--- config.mk ---
export PLATFORM = sky130hd
export DESIGN_NAME = hex_display_ctrl
export DESIGN_NICKNAME = d
export VERILOG_FILES = /design/src/rtl/hex_disp_pkg.sv /design/src/rtl/seg7_lut.sv /design/src/rtl/hex_display_ctrl.sv
export SDC_FILE = /design/constraint.sdc
export NUM_CORES = 1
export LEC_CHECK = 0
export BUFFER_PORTS_ARGS = -buffer_cell sky130_fd_sc_hd__buf_2
export CELL_PAD_IN_SITES_DETAIL_PLACEMENT = 0
export CELL_PAD_IN_SITES_GLOBAL_PLACEMENT = 1
export CORE_ASPECT_RATIO = 1.5
export CORE_MARGIN = 2
export CORE_UTILIZATION = 40
export CTS_CLUSTER_DIAMETER = 150
export DETAILED_ROUTE_END_ITERATION = 6
export GPL_TIMING_DRIVEN = 0
export HOLD_SLACK_MARGIN = 0.06
export MAX_ROUTING_LAYER = met4
export PLACE_DENSITY_LB_ADDON = 0.2
export SLEW_MARGIN = 20
export SYNTH_ARGS = -nofsm -noshare
export SYNTH_HDL_FRONTEND = slang
export SYNTH_HIERARCHICAL = 1
export SYNTH_SLANG_ARGS = --single-unit
--- constraint.sdc ---
create_clock -name clk -period 6.3 [get_ports clk]
set_input_delay 0.945 -clock clk [delete_from_list [all_inputs] [get_ports clk]]
set_output_delay 0.945 -clock clk [all_outputs]
set_load 0.005 [all_outputs]
--- src/rtl/hex_disp_pkg.sv ---
// Shared types and segment tables for the hex display controller.
// Segment patterns are gfedcba, active-low (0 = segment lit).
package hex_disp_pkg;

    typedef logic [6:0] seg7_t;

    localparam seg7_t SEG_BLANK = 7'b1111111;

    localparam seg7_t SEG_CODES [16] = '{
        7'b1000000, 7'b1111001, 7'b0100100, 7'b0110000,
        7'b0011001, 7'b0010010, 7'b0000010, 7'b1111000,
        7'b0000000, 7'b0010000, 7'b0001000, 7'b0000011,
        7'b1000110, 7'b0100001, 7'b0000110, 7'b0001110
    };

endpackage

--- src/rtl/seg7_lut.sv ---
// Combinational nibble to active-low seven-segment pattern lookup.
module seg7_lut
    import hex_disp_pkg::*;
(
    input  logic [3:0] nibble,
    output seg7_t      seg
);

    // Table lookup covers all 16 nibble codes.
    always_comb begin
        seg = SEG_CODES[nibble];
    end

endmodule

--- src/rtl/hex_display_ctrl.sv ---
// Multi-digit hex seven-segment controller: shadow capture, blanking, blink,
// leading-zero suppression, and a registered time-multiplexed scan output.
module hex_display_ctrl
    import hex_disp_pkg::*;
#(
    parameter int NUM_DIGITS = 6,
    parameter int BLINK_DIV  = 25_000_000,
    parameter int SCAN_DIV   = 50_000
) (
    input  logic                    clk,
    input  logic                    rst_n,
    input  logic                    load,
    input  logic [4*NUM_DIGITS-1:0] value,
    input  logic [NUM_DIGITS-1:0]   blank_mask,
    input  logic [NUM_DIGITS-1:0]   blink_mask,
    input  logic                    lz_en,
    output logic [7*NUM_DIGITS-1:0] hex_out,
    output logic [6:0]              seg_scan,
    output logic [NUM_DIGITS-1:0]   dig_scan_n,
    output logic                    updated
);

    localparam int BLINK_W = (BLINK_DIV > 1) ? $clog2(BLINK_DIV) : 1;
    localparam int SCAN_W  = (SCAN_DIV > 1) ? $clog2(SCAN_DIV) : 1;
    localparam int IDX_W   = (NUM_DIGITS > 1) ? $clog2(NUM_DIGITS) : 1;

    logic [4*NUM_DIGITS-1:0] value_r;
    logic [NUM_DIGITS-1:0]   blank_r;
    logic [NUM_DIGITS-1:0]   blink_r;
    logic                    lz_r;
    logic                    load_d_r;

    logic [BLINK_W-1:0]      blink_cnt_r;
    logic                    blink_on_r;
    logic [SCAN_W-1:0]       scan_cnt_r;
    logic [IDX_W-1:0]        scan_idx_r;

    seg7_t                   decode_s [NUM_DIGITS];
    logic [NUM_DIGITS-1:0]   suppress_s;
    logic                    zero_run_s;
    logic [7*NUM_DIGITS-1:0] hex_next_s;

    for (genvar g = 0; g < NUM_DIGITS; g++) begin : g_lut
        seg7_lut u_lut (
            .nibble (value_r[4*g +: 4]),
            .seg    (decode_s[g])
        );
    end

    // Zero nibbles from the top digit down are suppressed until the first nonzero one; digit 0 always shows.
    always_comb begin
        zero_run_s = 1'b1;
        suppress_s = '0;
        for (int i = NUM_DIGITS - 1; i >= 0; i--) begin
            if (lz_r && zero_run_s && (i != 0) && (value_r[4*i +: 4] == 4'h0)) begin
                suppress_s[i] = 1'b1;
            end else begin
                suppress_s[i] = 1'b0;
                zero_run_s    = 1'b0;
            end
        end
    end

    // Per-digit priority: forced blank, then zero suppression, then blink-off, then decode.
    always_comb begin
        hex_next_s = '1;
        for (int i = 0; i < NUM_DIGITS; i++) begin
            if (blank_r[i]) begin
                hex_next_s[7*i +: 7] = SEG_BLANK;
            end else if (suppress_s[i]) begin
                hex_next_s[7*i +: 7] = SEG_BLANK;
            end else if (!blink_on_r && blink_r[i]) begin
                hex_next_s[7*i +: 7] = SEG_BLANK;
            end else begin
                hex_next_s[7*i +: 7] = decode_s[i];
            end
        end
    end

    // Shadow capture of display content on load.
    always_ff @(posedge clk or negedge rst_n) begin
        if (!rst_n) begin
            value_r  <= '0;
            blank_r  <= '0;
            blink_r  <= '0;
            lz_r     <= 1'b0;
            load_d_r <= 1'b0;
        end else begin
            load_d_r <= load;
            if (load) begin
                value_r <= value;
                blank_r <= blank_mask;
                blink_r <= blink_mask;
                lz_r    <= lz_en;
            end else begin
                value_r <= value_r;
                blank_r <= blank_r;
                blink_r <= blink_r;
                lz_r    <= lz_r;
            end
        end
    end

    // Free-running blink timebase; load never disturbs it.
    always_ff @(posedge clk or negedge rst_n) begin
        if (!rst_n) begin
            blink_cnt_r <= '0;
            blink_on_r  <= 1'b1;
        end else if (blink_cnt_r == BLINK_W'(BLINK_DIV - 1)) begin
            blink_cnt_r <= '0;
            blink_on_r  <= ~blink_on_r;
        end else begin
            blink_cnt_r <= blink_cnt_r + BLINK_W'(1);
        end
    end

    // Scan timebase: dwell counter and digit index.
    always_ff @(posedge clk or negedge rst_n) begin
        if (!rst_n) begin
            scan_cnt_r <= '0;
            scan_idx_r <= '0;
        end else if (scan_cnt_r == SCAN_W'(SCAN_DIV - 1)) begin
            scan_cnt_r <= '0;
            if (scan_idx_r == IDX_W'(NUM_DIGITS - 1)) begin
                scan_idx_r <= '0;
            end else begin
                scan_idx_r <= scan_idx_r + IDX_W'(1);
            end
        end else begin
            scan_cnt_r <= scan_cnt_r + SCAN_W'(1);
        end
    end

    // Registered outputs; seg_scan shares hex_next_s so it always matches the selected hex_out slice.
    always_ff @(posedge clk or negedge rst_n) begin
        if (!rst_n) begin
            hex_out    <= '1;
            seg_scan   <= SEG_BLANK;
            dig_scan_n <= '1;
            updated    <= 1'b0;
        end else begin
            hex_out    <= hex_next_s;
            seg_scan   <= hex_next_s[7*scan_idx_r +: 7];
            dig_scan_n <= ~(NUM_DIGITS'(1) << scan_idx_r);
            updated    <= load_d_r;
        end
    end

endmodule

== After elaboration in Yosys (flattened, before gate mapping) ==
Memory sizes are Yosys's and may differ from the RTL's.
Index checks and enable logic that the tools add are counted.

* Shift-type cells: 2
* Muxes and demuxes: 40
* Equality and inequality tests: 3
* Multipliers: 1
* Add/sub/neg operators: 3
* Magnitude comparators: 6
* Bitwise logic cells: 8
* Reduce and logical (&&, ||, !) cells: 21
* Div/mod/pow operators: 0

{| class="wikitable"
|+ Operator list
! cell !! number
|-
| $mux 7 || 29
|-
| $shiftx 42x7->7 || 1
|-
| $ge 5x5->1 const B || 6
|-
| $not 4->5 || 6
|-
| $add 25x1->25 const B || 1
|-
| $eq 25x25->1 const B || 1
|-
| $mux 25 || 1
|-
| $logic_not 4->1 || 5
|-
| $add 16x1->16 const B || 1
|-
| $eq 16x16->1 const B || 1
|-
| $mux 16 || 1
|-
| $logic_and 1x1->1 || 15
|-
| $mux 1 || 8
|-
| $mul 3x3->6 const A || 1
|-
| $not 6->6 || 1
|-
| $shl 1x3->6 const A || 1
|-
| $add 3x1->3 const B || 1
|-
| $eq 3x3->1 const B || 1
|-
| $mux 3 || 1
|-
| $logic_not 1->1 || 1
|-
| $not 1->1 || 1
|}

* Word-level logic and storage cells: 103
* Bits in read-only memories: 672
* Memory bits (writable): 0
* Latch bits: 0
* Output and inout bits: 56
* Memories: 6
* Bits of input ports: 40
* Register bits after elaboration: 139

{| class="wikitable"
|+ Memory list
! memory !! depth !! bits a word !! read ports !! clocked after Yosys merged registers in !! write ports !! line !! RTL
|-
| (no name shown) || 16 || 7 || 1 || 0 || 0 || seg7_lut.sv:11 || <nowiki>seg = SEG_CODES[nibble];</nowiki>
|-
| (no name shown) || 16 || 7 || 1 || 0 || 0 || seg7_lut.sv:11 ||
|-
| (no name shown) || 16 || 7 || 1 || 0 || 0 || seg7_lut.sv:11 ||
|-
| (no name shown) || 16 || 7 || 1 || 0 || 0 || seg7_lut.sv:11 ||
|-
| (no name shown) || 16 || 7 || 1 || 0 || 0 || seg7_lut.sv:11 ||
|-
| (no name shown) || 16 || 7 || 1 || 0 || 0 || seg7_lut.sv:11 ||
|}

== Logic depth before layout (Yosys ltp) ==
* Depth after elaboration: 18
* Gate-level depth with buffers: 9

== Cells and area by module ==
The synthesis kept the hierarchy.

{| class="wikitable"
|+ Modules (own cells, without submodules)
! module !! times used !! sequential area each (um2) !! cells each !! area each (um2)
|-
| hex_display_ctrl || 1 || 3548.4 || 466 || 5745.5
|-
| seg7_lut at g_lut[0].u_lut ... || 5 || 0.0 || 32 || 275.3
|-
| seg7_lut at g_lut[1].u_lut || 1 || 0.0 || 33 || 269.0
|}

== Worst setup path after synthesis ==
No wires, ideal clock.

* Kind: register to register
* From: reg value_r[16]
* To: reg seg_scan[3]
* Setup time: 0.091 ns
* Arrival time: 2.079 ns
* Cell stages (with the launch flop): 8
* Buffers on the path: 0
* Path slack: 4.131 ns
* Cells stage by stage: dfrtp_1 inv_1 ha_1 inv_1 mux4_1 or3_1 a221oi_1 nand3_1

{| class="wikitable"
|+ RTL lines
! item !! line !! RTL
|-
| start, declared || hex_display_ctrl.sv:27 || <nowiki>logic [4*NUM_DIGITS-1:0] value_r;</nowiki>
|-
| start signal, assigned || hex_display_ctrl.sv:91 || <nowiki>value_r <= value;</nowiki>
|-
| start signal, assigned || hex_display_ctrl.sv:96 || <nowiki>value_r <= value_r;</nowiki>
|-
| end signal, assigned || hex_display_ctrl.sv:143 || <nowiki>seg_scan <= hex_next_s[7*scan_idx_r +: 7];</nowiki>
|-
| end, declared || hex_display_ctrl.sv:18 || <nowiki>output logic [6:0] seg_scan,</nowiki>
|}

==> metrics.txt <==
postcts setup bufs 0; Finished Layout Cells 1004; maximum clock rate 403 MHz; I/O Pins 96; Setup Slack @ Placement 3440 ps; Netlist cell types 58; total track usage 0.197; largest fanout on the critical path 9; Routed Antenna Nets 0; area leader, netlist dfrtp_1; final setup fails 0; top cell type's share of synthesized area 0.281; worst min-delay path class register to register; initial core utilization 0.410; Setup TNS 0 ps; Critical Path AT ~2800 ps; placed cell count about 970; grt met1 use 0.224; die height ~170 um; Max-slew headroom 0.431; Max H-tree Level 4; die area 19600 um^2; CP dominant cell by count inv_1; Seq/Total Area, Yosys 0.480; endpoint type of the worst setup path register; overall power 2.30 mW; status finished, final reports clean; initial antenna violation count 0; Synth-to-Final Area Change 17.9%; layout cells sized above 1 0.352; Synth Area per Inst about 11 um^2; Routability Congestion 0.846; WL per Instance between 15 and 20 um; final core occ 0.484; worst vdd ir a little under 0.2 mV; largest net degree at the start of global routing between 70 and 80; WS Path Type register to register; DP Area a little over 8000 um^2; Worst Tran Pin Value ~850 ps; clock-pin slew on the worst setup and hold paths 60 ps; number of CTS-inserted buffers 17; post-CTS sizing 0; Syn. warnings 6; commonest non-fill, non-tap cells in the layout 103 x buf_2, 83 x dfrtp_1, 63 x nor2_1; Worst setup SP type register; clock latency on the worst-skew pair 420 ps; CP max-delay cell dfrtp_1; minimum clock period ~2500 ps; Max-cap violations 0; grt peak-use layer met2; synth top area cells dfrtp_1 28%, dfstp_2 20%, ha_1 7.6%; R2R Setup Slk between 3000 and 4000 ps; Crit. Startpoint value_r[16]; max-slew violations 0; cell area after synthesis between 7000 and 8000 um^2; RSZ-0062 raised after global routing no; Die X between 100 and 150 um; Lkg Pwr slightly below 4 nW; Core ar. between 15000 and 20000 um^2; drc violations 0; hold_sp load_d_r; most used flip-flop cell after synthesis dfrtp_1; Hold Violations, Final 0; final WL 17600 um; DRT iter0 DRCs about 280; hpwl dp about 13000 um; DR pass1 iterations 4; crit-path max cell delay around 490 ps; GR Layer Usage met2 0.336; Clock Skew roughly 17 ps; site row count 60; Pwr Density ~260 nW/um^2; number of port buffers 95; Mapped Cells 659; Post-CTS Hold Buffers 0; clock sinks approximately 140; FF+latch count, synth ~140; vias in the first global route around 5500; worst endpoint required time between 6000 and 7000 ps; Diodes inserted 0; worst path cell trace inv_1 > ha_1 > inv_1 > mux4_1 > or3_1 > a221oi_1 > nand3_1; EDFF count, synth 0; total global routing overflow 0; async set or reset register ratio after synthesis 1.00; CTS Root Cell clkbuf_16; period utilization 0.394; first-pass GRT wire length approximately 29000 um; post-route cell area between 8000 and 9000 um^2; via count between 5000 and 6000; commonest non-fill, non-tap cell in the layout buf_2; FF-to-FF Start value_r[16]; CTS tree done; GR Layer Usage met3 0.0399; nets 859; CTS Buffer Depth 2; via/cell ratio roughly 5.3; Final WS setup roughly 3800 ps; worst-case hold slack ~360 ps; syn_nets ~740
==> worst paths after layout <==
path                                      end  cells past startpoint
worst min-delay path                  updated                      0
min in group asynchronous       scan_cnt_r[7]                      1
worst max register to register    seg_scan[3]                      7
worst max-delay path              seg_scan[3]                      7
worst min register to register        updated                      0
max in group asynchronous         hex_out[16]                      2
==> registers in the layout, summed over array words and instances (netlist names), 3 cells and up <==
name / cells
hex_out: 42
blink_r: 6
blank_r: 6
scan_cnt_r: 16
scan_idx_r: 3
dig_scan_n: 6
blink_cnt_r: 25
value_r: 24
seg_scan: 7
==> cell type report <==
type | instances | area, um^2
fillers | 1689 | 9300
well taps | 217 | 272
clock buffers | 24 | 462
plain buffers | 25 | 158
flip-flops and latches | 139 | 3550
inverters | 40 | 150
clock inverters | 8 | 71.3
repair buffers | 96 | 513
multi-input cells | 455 | 3540
==> worst max-delay path: cells and delay by family (launching register included) <==
family          cells  cell delay [ps]
compound gates      1              310
fa+ha+maj           1              300
buf+inv             2              200
flops               1              490
mux                 1              470
simple gates        2              610
==> Yosys cell counts (all sizes together), types with 4 or more instances <==
master	count
a32o	6
mux4	6
ha	45
mux2	42
inv	39
or3b	6
a22o	13
dfstp	56
xor2	14
o21ai	26
dfrtp	83
nand4	7
or2	23
nor2b	5
or4	5
nor2	63
a22oi	7
nand2	26
buf	18
a21oi	13
nand3b	7
nand2b	6
xnor2	21
nand3	25
and2b	5
a211oi	4
and4	4
clkbuf	7
a221oi	6
nor3	10
mux2i	26
or3	9
==> kinds of logic (layout without fill, tap and decap cells) <==
group                      after synthesis  count (layout)  share of synthesized area
adders and majority gates               45              45                     0.0762
and+or+nand+nor                        217             217                      0.161
buffers and inverters                   65             193                     0.0416
muxes                                   74              74                      0.120
AOI/OAI and AO/OA                       84              84                     0.0799
xor gates and xnor gates                35              35                     0.0415
DFF                                    139             139                      0.480
==> routing by layer <==
layer / wire (um) / vias up
met4: 471 / 0
met3: 677 / 25
met1: 7250 / 2627
met2: 9180 / 136
li1: - / 2530
met5: 0 / -
==> report_power, final <==
part / internal, mW / switching, mW / total (mW)
clock: 0.550 / 0.357 / 0.907
combinational: 0.171 / 0.190 / 0.361
sequential: 0.981 / 0.0487 / 1.03
total: 1.70 / 0.596 / 2.30
No activity file was read; power rests on OpenSTA's default activity.
